`config.mk`:
```
export PLATFORM = sky130hd
export DESIGN_NAME = pwm_multichannel_flat
export DESIGN_NICKNAME = d
export VERILOG_FILES = /design/src/rtl/pwm_pkg.sv /design/src/rtl/pwm_multichannel_if.sv /design/src/rtl/pwm_timebase.sv /design/src/rtl/pwm_multichannel.sv /design/src/flat_wrapper.sv
export SDC_FILE = /design/constraint.sdc
export NUM_CORES = 1
export LEC_CHECK = 0
export ABC_AREA = 0
export CAP_MARGIN = 20
export CORE_MARGIN = 2
export CORE_UTILIZATION = 60
export CTS_CLUSTER_DIAMETER = 200
export DETAILED_ROUTE_END_ITERATION = 7
export PLACE_DENSITY = 0.83
export SYNTH_ARGS = -nofsm -noshare
export SYNTH_HDL_FRONTEND = slang
export SYNTH_SLANG_ARGS = --single-unit
```
`constraint.sdc`:
```
create_clock -name in_10MHz -period 5.74 [get_ports in_10MHz]
set_input_delay 1.148 -clock in_10MHz [delete_from_list [all_inputs] [get_ports in_10MHz]]
set_output_delay 1.148 -clock in_10MHz [all_outputs]
set_load 0.01 [all_outputs]
```
`src/rtl/pwm_pkg.sv`:
```
// Shared types and default constants for the multichannel PWM block.
package pwm_pkg;

  typedef enum logic {
    EDGE   = 1'b0,
    CENTER = 1'b1
  } pwm_mode_t;

  typedef enum logic {
    DIR_UP   = 1'b0,
    DIR_DOWN = 1'b1
  } pwm_dir_t;

  localparam int unsigned CNT_W_DEF      = 32;
  localparam int unsigned RST_PERIOD_DEF = 9999;

endpackage

```
`src/rtl/pwm_multichannel_if.sv`:
```
// Control/status bundle between the register block (master) and the PWM generator (slave).
interface pwm_multichannel_if
  import pwm_pkg::*;
#(
  parameter int unsigned CNT_W = CNT_W_DEF,
  parameter int unsigned N_CH  = 4
) ();

  logic                   enable;
  logic                   cfg_load;
  logic [CNT_W-1:0]       period_in;
  logic [N_CH*CNT_W-1:0]  duty_in;
  logic                   mode_in;
  logic                   cfg_pending;
  logic                   cyc_start;
  logic [N_CH-1:0]        PWM_out;

  modport master (
    output enable, cfg_load, period_in, duty_in, mode_in,
    input  cfg_pending, cyc_start, PWM_out
  );

  modport slave (
    input  enable, cfg_load, period_in, duty_in, mode_in,
    output cfg_pending, cyc_start, PWM_out
  );

endinterface

```
`src/rtl/pwm_timebase.sv`:
```
// Shared counter for all channels: edge/center sequencing, terminal decode and
// the strobes that move configuration between pending and active registers.
module pwm_timebase
  import pwm_pkg::*;
#(
  parameter int unsigned CNT_W = CNT_W_DEF
) (
  input  logic             clk,
  input  logic             rst_n,
  input  logic             enable,
  input  pwm_mode_t        mode,
  input  logic [CNT_W-1:0] period,
  input  logic             cfg_load,
  input  logic             pend,
  output logic [CNT_W-1:0] cnt_o,
  output logic             term_o,
  output logic             load_active_o,
  output logic             apply_pend_o,
  output logic             capture_o
);

  localparam logic [CNT_W-1:0] CNT_ONE = CNT_W'(1);

  logic [CNT_W-1:0] cnt_q, cnt_d;
  pwm_dir_t         dir_q, dir_d;
  logic             at_top;
  logic             term;

  assign at_top = (cnt_q == period);

  // With period 1 in center mode the top is also the last count, so the
  // terminal decode must accept an up-counting 1 as well.
  always_comb begin
    term = 1'b1;
    if (enable) begin
      if (mode == EDGE) begin
        term = at_top;
      end else begin
        term = (period == '0) ||
               ((cnt_q == CNT_ONE) && ((dir_q == DIR_DOWN) || at_top));
      end
    end
  end

  always_comb begin
    cnt_d = cnt_q;
    dir_d = dir_q;
    if (!enable || term) begin
      cnt_d = '0;
      dir_d = DIR_UP;
    end else if (mode == EDGE) begin
      cnt_d = cnt_q + CNT_ONE;
    end else if (dir_q == DIR_DOWN) begin
      cnt_d = cnt_q - CNT_ONE;
    end else if (at_top) begin
      cnt_d = cnt_q - CNT_ONE;
      dir_d = DIR_DOWN;
    end else begin
      cnt_d = cnt_q + CNT_ONE;
    end
  end

  always_ff @(posedge clk) begin
    if (!rst_n) begin
      cnt_q <= '0;
      dir_q <= DIR_UP;
    end else begin
      cnt_q <= cnt_d;
      dir_q <= dir_d;
    end
  end

  assign cnt_o         = cnt_q;
  assign term_o        = term;
  assign load_active_o = term & cfg_load;
  assign apply_pend_o  = term & pend & ~cfg_load;
  assign capture_o     = ~term & cfg_load;

endmodule

```
`src/rtl/pwm_multichannel.sv`:
```
// N_CH PWM outputs from one timebase; period, duty and mode are double-buffered
// and swapped only at a period boundary so outputs never glitch.
module pwm_multichannel
  import pwm_pkg::*;
#(
  parameter int unsigned      CNT_W      = CNT_W_DEF,
  parameter int unsigned      N_CH       = 4,
  parameter int unsigned      RST_PERIOD = RST_PERIOD_DEF,
  parameter logic [N_CH-1:0]  POL        = '0
) (
  input  logic              in_10MHz,
  input  logic              RESET,
  pwm_multichannel_if.slave bus
);

  localparam logic [CNT_W-1:0] RST_P = CNT_W'(RST_PERIOD);

  logic [CNT_W-1:0] cnt;
  logic             term;
  logic             load_active;
  logic             apply_pend;
  logic             capture;

  logic [CNT_W-1:0] period_a_q, period_a_d;
  logic [CNT_W-1:0] period_p_q, period_p_d;
  pwm_mode_t        mode_a_q, mode_a_d;
  pwm_mode_t        mode_p_q, mode_p_d;
  logic             pend_q, pend_d;
  logic             cyc_start_q;

  pwm_timebase #(
    .CNT_W(CNT_W)
  ) u_timebase (
    .clk          (in_10MHz),
    .rst_n        (RESET),
    .enable       (bus.enable),
    .mode         (mode_a_q),
    .period       (period_a_q),
    .cfg_load     (bus.cfg_load),
    .pend         (pend_q),
    .cnt_o        (cnt),
    .term_o       (term),
    .load_active_o(load_active),
    .apply_pend_o (apply_pend),
    .capture_o    (capture)
  );

  // A load in the terminal cycle bypasses pending and goes straight to active.
  always_comb begin
    period_a_d = period_a_q;
    mode_a_d   = mode_a_q;
    period_p_d = period_p_q;
    mode_p_d   = mode_p_q;
    pend_d     = pend_q;
    if (load_active) begin
      period_a_d = bus.period_in;
      mode_a_d   = pwm_mode_t'(bus.mode_in);
      pend_d     = 1'b0;
    end else if (apply_pend) begin
      period_a_d = period_p_q;
      mode_a_d   = mode_p_q;
      pend_d     = 1'b0;
    end else if (capture) begin
      period_p_d = bus.period_in;
      mode_p_d   = pwm_mode_t'(bus.mode_in);
      pend_d     = 1'b1;
    end
  end

  always_ff @(posedge in_10MHz) begin
    if (!RESET) begin
      period_a_q  <= RST_P;
      mode_a_q    <= EDGE;
      period_p_q  <= '0;
      mode_p_q    <= EDGE;
      pend_q      <= 1'b0;
      cyc_start_q <= 1'b0;
    end else begin
      period_a_q  <= period_a_d;
      mode_a_q    <= mode_a_d;
      period_p_q  <= period_p_d;
      mode_p_q    <= mode_p_d;
      pend_q      <= pend_d;
      cyc_start_q <= bus.enable & (cnt == '0);
    end
  end

  assign bus.cfg_pending = pend_q;
  assign bus.cyc_start   = cyc_start_q;

  genvar gi;
  generate
    for (gi = 0; gi < N_CH; gi++) begin : g_ch
      logic [CNT_W-1:0] duty_in_w;
      logic [CNT_W-1:0] duty_a_q, duty_a_d;
      logic [CNT_W-1:0] duty_p_q, duty_p_d;
      logic             raw;
      logic             pwm_q;

      assign duty_in_w = bus.duty_in[gi*CNT_W +: CNT_W];
      assign raw       = bus.enable & (cnt < duty_a_q);

      always_comb begin
        duty_a_d = duty_a_q;
        duty_p_d = duty_p_q;
        if (load_active) begin
          duty_a_d = duty_in_w;
        end else if (apply_pend) begin
          duty_a_d = duty_p_q;
        end else if (capture) begin
          duty_p_d = duty_in_w;
        end
      end

      always_ff @(posedge in_10MHz) begin
        if (!RESET) begin
          duty_a_q <= '0;
          duty_p_q <= '0;
          pwm_q    <= POL[gi];
        end else begin
          duty_a_q <= duty_a_d;
          duty_p_q <= duty_p_d;
          pwm_q    <= raw ^ POL[gi];
        end
      end

      assign bus.PWM_out[gi] = pwm_q;
    end
  endgenerate

endmodule

```
`src/flat_wrapper.sv`:
```
// flat-port wrapper written by rule: the top's interface ports become plain ports
module pwm_multichannel_flat import pwm_pkg::*;
#(
  parameter int unsigned      CNT_W      = CNT_W_DEF,
  parameter int unsigned      N_CH       = 4,
  parameter int unsigned      RST_PERIOD = RST_PERIOD_DEF,
  parameter logic [N_CH-1:0]  POL        = '0
)
  (in_10MHz, RESET, bus_enable, bus_cfg_load, bus_period_in, bus_duty_in, bus_mode_in, bus_cfg_pending, bus_cyc_start, bus_PWM_out);
  pwm_multichannel_if #(.CNT_W(CNT_W), .N_CH(N_CH)) bus_i ();
  input  logic in_10MHz;
  input  logic RESET;
  input wire logic [$bits(bus_i.enable)-1:0] bus_enable;
  input wire logic [$bits(bus_i.cfg_load)-1:0] bus_cfg_load;
  input wire logic [$bits(bus_i.period_in)-1:0] bus_period_in;
  input wire logic [$bits(bus_i.duty_in)-1:0] bus_duty_in;
  input wire logic [$bits(bus_i.mode_in)-1:0] bus_mode_in;
  output wire logic [$bits(bus_i.cfg_pending)-1:0] bus_cfg_pending;
  output wire logic [$bits(bus_i.cyc_start)-1:0] bus_cyc_start;
  output wire logic [$bits(bus_i.PWM_out)-1:0] bus_PWM_out;
  assign bus_i.enable = bus_enable;
  assign bus_i.cfg_load = bus_cfg_load;
  assign bus_i.period_in = bus_period_in;
  assign bus_i.duty_in = bus_duty_in;
  assign bus_i.mode_in = bus_mode_in;
  assign bus_cfg_pending = bus_i.cfg_pending;
  assign bus_cyc_start = bus_i.cyc_start;
  assign bus_PWM_out = bus_i.PWM_out;
  pwm_multichannel #(.CNT_W(CNT_W), .N_CH(N_CH), .RST_PERIOD(RST_PERIOD), .POL(POL)) u_core (.in_10MHz(in_10MHz), .RESET(RESET), .bus(bus_i));
endmodule
```
=== Word level (Yosys, flattened, before mapping) ===
Cells that the tools add are included.

* Reductions and logical operators: 11
* Muxes and demuxes: 19
* Add/sub/neg operators: 2
* Order comparisons: 4
* Eq/ne operators: 2
* Bitwise logic cells: 14

{| class="wikitable"
|+ Operator list
! cell !! number
|-
| $mux W32 || 13
|-
| $lt A32 B32 Y1 || 4
|-
| $logic_not A32 Y1 || 2
|-
| $add A32 B1 Y32 const B || 1
|-
| $eq A32 B1 Y1 const B || 1
|-
| $eq A32 B32 Y1 || 1
|-
| $sub A32 B1 Y32 const B || 1
|-
| $and A1 B1 Y1 || 9
|-
| $mux W1 || 6
|-
| $not A1 Y1 || 5
|-
| $logic_or A1 B1 Y1 || 3
|-
| $reduce_and A3 Y1 || 1
|-
| $reduce_or A3 Y1 || 1
|-
| $reduce_bool A2 Y1 || 1
|-
| $reduce_or A2 Y1 || 1
|-
| $logic_and A1 B1 Y1 || 1
|-
| $logic_not A1 Y1 || 1
|}

* Output and inout bits: 6
* Register bits after elaboration: 361
* Bits of input ports: 165

=== Logic depth before layout (Yosys ltp) ===
* Depth after elaboration: 10
* Mapped depth: 11

=== Cells and area by module ===
From an unflattened synthesis, not the netlist that was laid out.

* Cells, all modules: 2411
* Area, all modules: 19745.2 µm²

{| class="wikitable"
|+ By module, submodules not included
! module !! area each (µm²) !! seq. area each (µm²) !! instances !! cells each
|-
| pwm_multichannel || 16977.5 || 6566.3 || 1 || 2032
|-
| pwm_timebase || 2767.7 || 660.6 || 1 || 379
|}

=== Least setup slack after synthesis ===
OpenSTA, ideal clock, no wires.

* Kind: in2reg
* Start point: input port bus_cfg_load
* End point: register u_core.period_a_q[0]
* Buffers on the path: 5
* Slack: 2.913 ns
* Arrival time: 2.690 ns
* Stages on the path: 9
* Library setup time: 0.137 ns
* Required time: 5.603 ns
* Cells stage by stage: clkbuf_1 -> or2_2 -> buf_1 -> or3b_1 -> buf_2 -> buf_6 -> buf_6 -> nand2_1 -> nand3_1

* Longest elaborated chain between the ends: 3
* Elaborated cells between the ends (all ways): 5
* Those cells by class: 1 x mux; 3 x bitwise; 1 x reduce/logical

{| class="wikitable"
|+ Ends and longest elaborated chain
! element !! line !! text
|-
| start, declared || flat_wrapper.sv:14 || <nowiki>input wire logic [$bits(bus_i.cfg_load)-1:0] bus_cfg_load;</nowiki>
|-
| $not A1 Y1 || pwm_timebase.sv:76 || <nowiki>assign apply_pend_o = term & pend & ~cfg_load;</nowiki>
|-
| $and A1 B1 Y1 || pwm_timebase.sv:76 ||
|-
| $reduce_bool A2 Y1 (no source line) || -- ||
|-
| end signal, assigned || pwm_multichannel.sv:79 || <nowiki>period_a_q <= period_a_d;</nowiki>
|-
| end, declared || pwm_multichannel.sv:24 || <nowiki>logic [CNT_W-1:0] period_a_q, period_a_d;</nowiki>
|}

Several ways; a longest one is shown, not always the timed one.
A chain may end at the register's enable or synchronous reset.

=== Worst setup path after layout ===
* Start point: register u_core.u_timebase.cnt_q[23] (netlist: u_core.u_timebase.cnt_o[23])
* End point: register u_core.g_ch[1].duty_a_q[2]

* Longest elaborated chain between the ends: 9
* Elaborated cells between the ends (all ways): 12
* Those cells by class: 2 x eq/ne; 3 x mux; 3 x bitwise; 4 x reduce/logical

{| class="wikitable"
|+ Ends and longest elaborated chain
! element !! line !! text
|-
| start, declared || pwm_timebase.sv:24 || <nowiki>logic [CNT_W-1:0] cnt_q, cnt_d;</nowiki>
|-
| start signal, assigned || pwm_timebase.sv:68 || <nowiki>cnt_q <= cnt_d;</nowiki>
|-
| $eq A32 B32 Y1 || pwm_timebase.sv:29 || <nowiki>assign at_top = (cnt_q == period);</nowiki>
|-
| $logic_or A1 B1 Y1 || pwm_timebase.sv:40 || <nowiki>((cnt_q == CNT_ONE) && ((dir_q == DIR_DOWN) || at_top));</nowiki>
|-
| $logic_and A1 B1 Y1 || pwm_timebase.sv:40 ||
|-
| $logic_or A1 B1 Y1 || pwm_timebase.sv:39 || <nowiki>term = (period == '0) ||</nowiki>
|-
| $mux W1 (*) || pwm_timebase.sv:36 || <nowiki>if (mode == EDGE) begin</nowiki>
|-
| $mux W1 (*) || pwm_timebase.sv:35 || <nowiki>if (enable) begin</nowiki>
|-
| $and A1 B1 Y1 (2 in a row) || pwm_timebase.sv:76 ||
|-
| $reduce_bool A2 Y1 (no source line) || -- ||
|-
| end signal, assigned || pwm_multichannel.sv:121 || <nowiki>duty_a_q <= duty_a_d;</nowiki>
|-
| end, declared || pwm_multichannel.sv:95 || <nowiki>logic [CNT_W-1:0] duty_a_q, duty_a_d;</nowiki>
|}

Mark *: on every way between the ends. The rest lies on a longest branch, timed or not.

==> out/qor.yml <==
outcome:
  status: "completed"
cts:
  numCtsBuffers: 39
  cts-resized-gates: 0
  clock-sinks: 361
  postCtsSetupBuffers: 0
  ctsLongestPathBuffers: 3
  cts_tree: "yes"
  holdBufCountCts: 0
  path_clk_slew_ns: 0.06
  htree_levels: 2
  insertion_delay_ns: 0.54
  cts_root_buf: "clkbuf_16"
power_and_ir_drop:
  power.static_leakage_nw: 8.053
  p_per_area_mw_per_mm2: 273.7
  ir_drop_mv: 0.2366
global_route:
  grt_pass1_vias: 16140
  grt_util_all_layers_pct: 32.88
  grt_overflow: 0
  antenna_found_initial: 0
  grt_pass1_wl_um: 83310
  grt_start_max_net_pins: 151
sta:
  setup_tns_ns: 0
  fmaxAchievable_mhz: 242.0
  tightest_slew_ns: 1.074
  rsz0062_at_grt: "false"
  hold_viol_final: 0
  slew-limit-headroom_pct: 27.88
  timing.final.ws_setup_ns: 1.608
  fin_worst_skew_ns: 0.01320
  setup_violations: 0
  finalMaxSlewViolations: 0
  post-route-min-period_ns: 4.132
  period_share_pct: 71.99
layout:
  post_route_cells_drive_above_1_share_pct: 4.968
  area_growth_pct: 15.84
  finalNonFillerCells: 2584
  fillers: 2222
  finalNetCount: 2462
  antenna_cells: 0
routing:
  vias_per_cell: 6.439
  num_vias: 16640
  routedWlPerCell_um: 20.59
  highest_layer: "met4"
  wl_met1_um: 21230
  drtPass1Iterations: 8
  drt_iter0_drc: 1650
  ant_nets: 0
  routed_wl_um: 53220
  wl_met3_um: 5207
  wl_met2_um: 24050
  post-route-drc-count: 0
synth:
  synth_ff_type: "dfxtp_1"
  yosysMostFrequentCell: "dfxtp_1"
  postSynthCellCount: 2085
  yosysTopAreaCellShare_pct: 39.45
  synth-edff-count: 0
  synth_top_cell_by_area: "dfxtp_1"
  ys_seq_area_share_pct: 39.45
  synth_fp_nets: 2378
  syn_avg_cell_area_um2: 8.787
  synth_common_cells: "dfxtp_1 (361), a21oi_1 (204), nor2_1 (195)"
  ys_types: 56
  synthArstFlopShare_pct: 0
  yosysWarnings: 0
  synth_area_mm2: 0.01832
  ys_ff_latch: 361
  yosys-top-cells-area: "dfxtp_1 (39%), mux2i_1 (8.8%), ha_1 (8.7%)"
floorplan:
  rows: 63
  die_x_um: 178.7
  start_util_pct: 61.33
  chipHeight_um: 178.7
  core_mm2: 0.02987
  io_pins: 171
  die_area_mm2: 0.03195
placement:
  dp_cells: 2518
  place.port_buffers: 170
  gp_congestion: 0.9269
  hpwlAfterDp_um: 33580
  dp_slack_ns: 1.656
setup_path:
  cp.required_ns: 6.19
  cp_max_fo: 140
  cp_data_arrival_time_ns: 4.58
  start_kind: "flop"
  cp-end-kind: "flop"
  worstSetupPathType: "flop to flop"
hold_path:
  hp-class: "flop to flop"
flow_run:
  maxCapViolCount: 0
flip-flops by register name (all words and copies together) (netlist names), 4 cells and up:
signal	count
u_core.u_timebase.cnt_o	32
u_core.g_ch.pwm_q	4
u_core.g_ch.duty_p_q	128
u_core.period_p_q	32
u_core.period_a_q	32
u_core.g_ch.duty_a_q	128
cell type report:
type,instances,area (µm²),area share [%]
Clock buffer,53,1110,5.229
Clock inverter,13,107.6,0.5070
Inverter,141,536.8,2.529
Multi-Input combinational cell,1427,9774,46.06
Sequential cell,361,7227,34.05
Tap cell,390,488.0,2.299
Timing Repair Buffer,199,1979,9.327
worst max-delay path, cell delays in order, from the launching register on:
cell and delay (ns):
dfxtp_1 0.85, xnor2_1 0.21, nand4_1 0.17, nor4_2 0.50, a21oi_1 0.36, nor4b_4 0.86
buf_12 0.55, a32oi_1 0.19, a21oi_1 0.21
where the power goes:
group          internal [W]  leakage (nW)  switching [W]
sequential          0.00263          2.95      0.0000774
clock               0.00140         0.605        0.00102
combinational      0.000307          4.50       0.000380
placed cells by master (no fill, tap or decap), types with 50 or more instances in the layout:
cell,instances
a21oi_1,203
a32oi_1,152
clkdlybuf4s50_1,169
dfxtp_1,361
ha_1,128
inv_1,140
mux2i_1,161
nand2_1,185
nor2_1,195
nor3_1,50
logic make-up after synthesis:
group / Yosys count / share of synthesized area, %
xor+xnor: 33 / 1.578
buf+inv: 297 / 7.376
simple gates: 614 / 15.85
fa+ha+maj: 128 / 8.741
compound gates: 491 / 18.21
flops: 361 / 39.45
mux: 161 / 8.796
routing by layer:
metal | vias up | track usage [%]
li1 | 7681 | -
met4 | 0 | 16.70
met2 | 842 | 53.38
met5 | - | 0
met1 | 7923 | 41.73
met3 | 192 | 6.298
stage by stage:
stage	power [W]	hold WS [ns]	util, %	instance area (µm²)
global placement	0.003400	0.4396	66.96	20010
floorplan	0.003168	0.4319	-	18320
finish	0.005808	0.4499	71.04	21220
CTS	0.005817	0.4521	71.04	21220
detailed placement	0.003425	0.4434	66.96	20010
global route	0.005996	0.4675	71.04	21220
path summary, 6_finish.rpt:
path,startpoint,endpoint,slack [ns],cells past startpoint
hold / removal,u_core.g_ch[2].duty_a_q[27],u_core.g_ch[2].duty_a_q[27],0.45,2
setup / recovery,u_core.u_timebase.cnt_o[23],u_core.g_ch[1].duty_a_q[2],1.61,8
setup reg to reg,u_core.u_timebase.cnt_o[23],u_core.g_ch[1].duty_a_q[2],1.61,8
hold reg to reg,u_core.g_ch[2].duty_a_q[27],u_core.g_ch[2].duty_a_q[27],0.45,2
No activity file was read; power rests on OpenSTA's default activity.
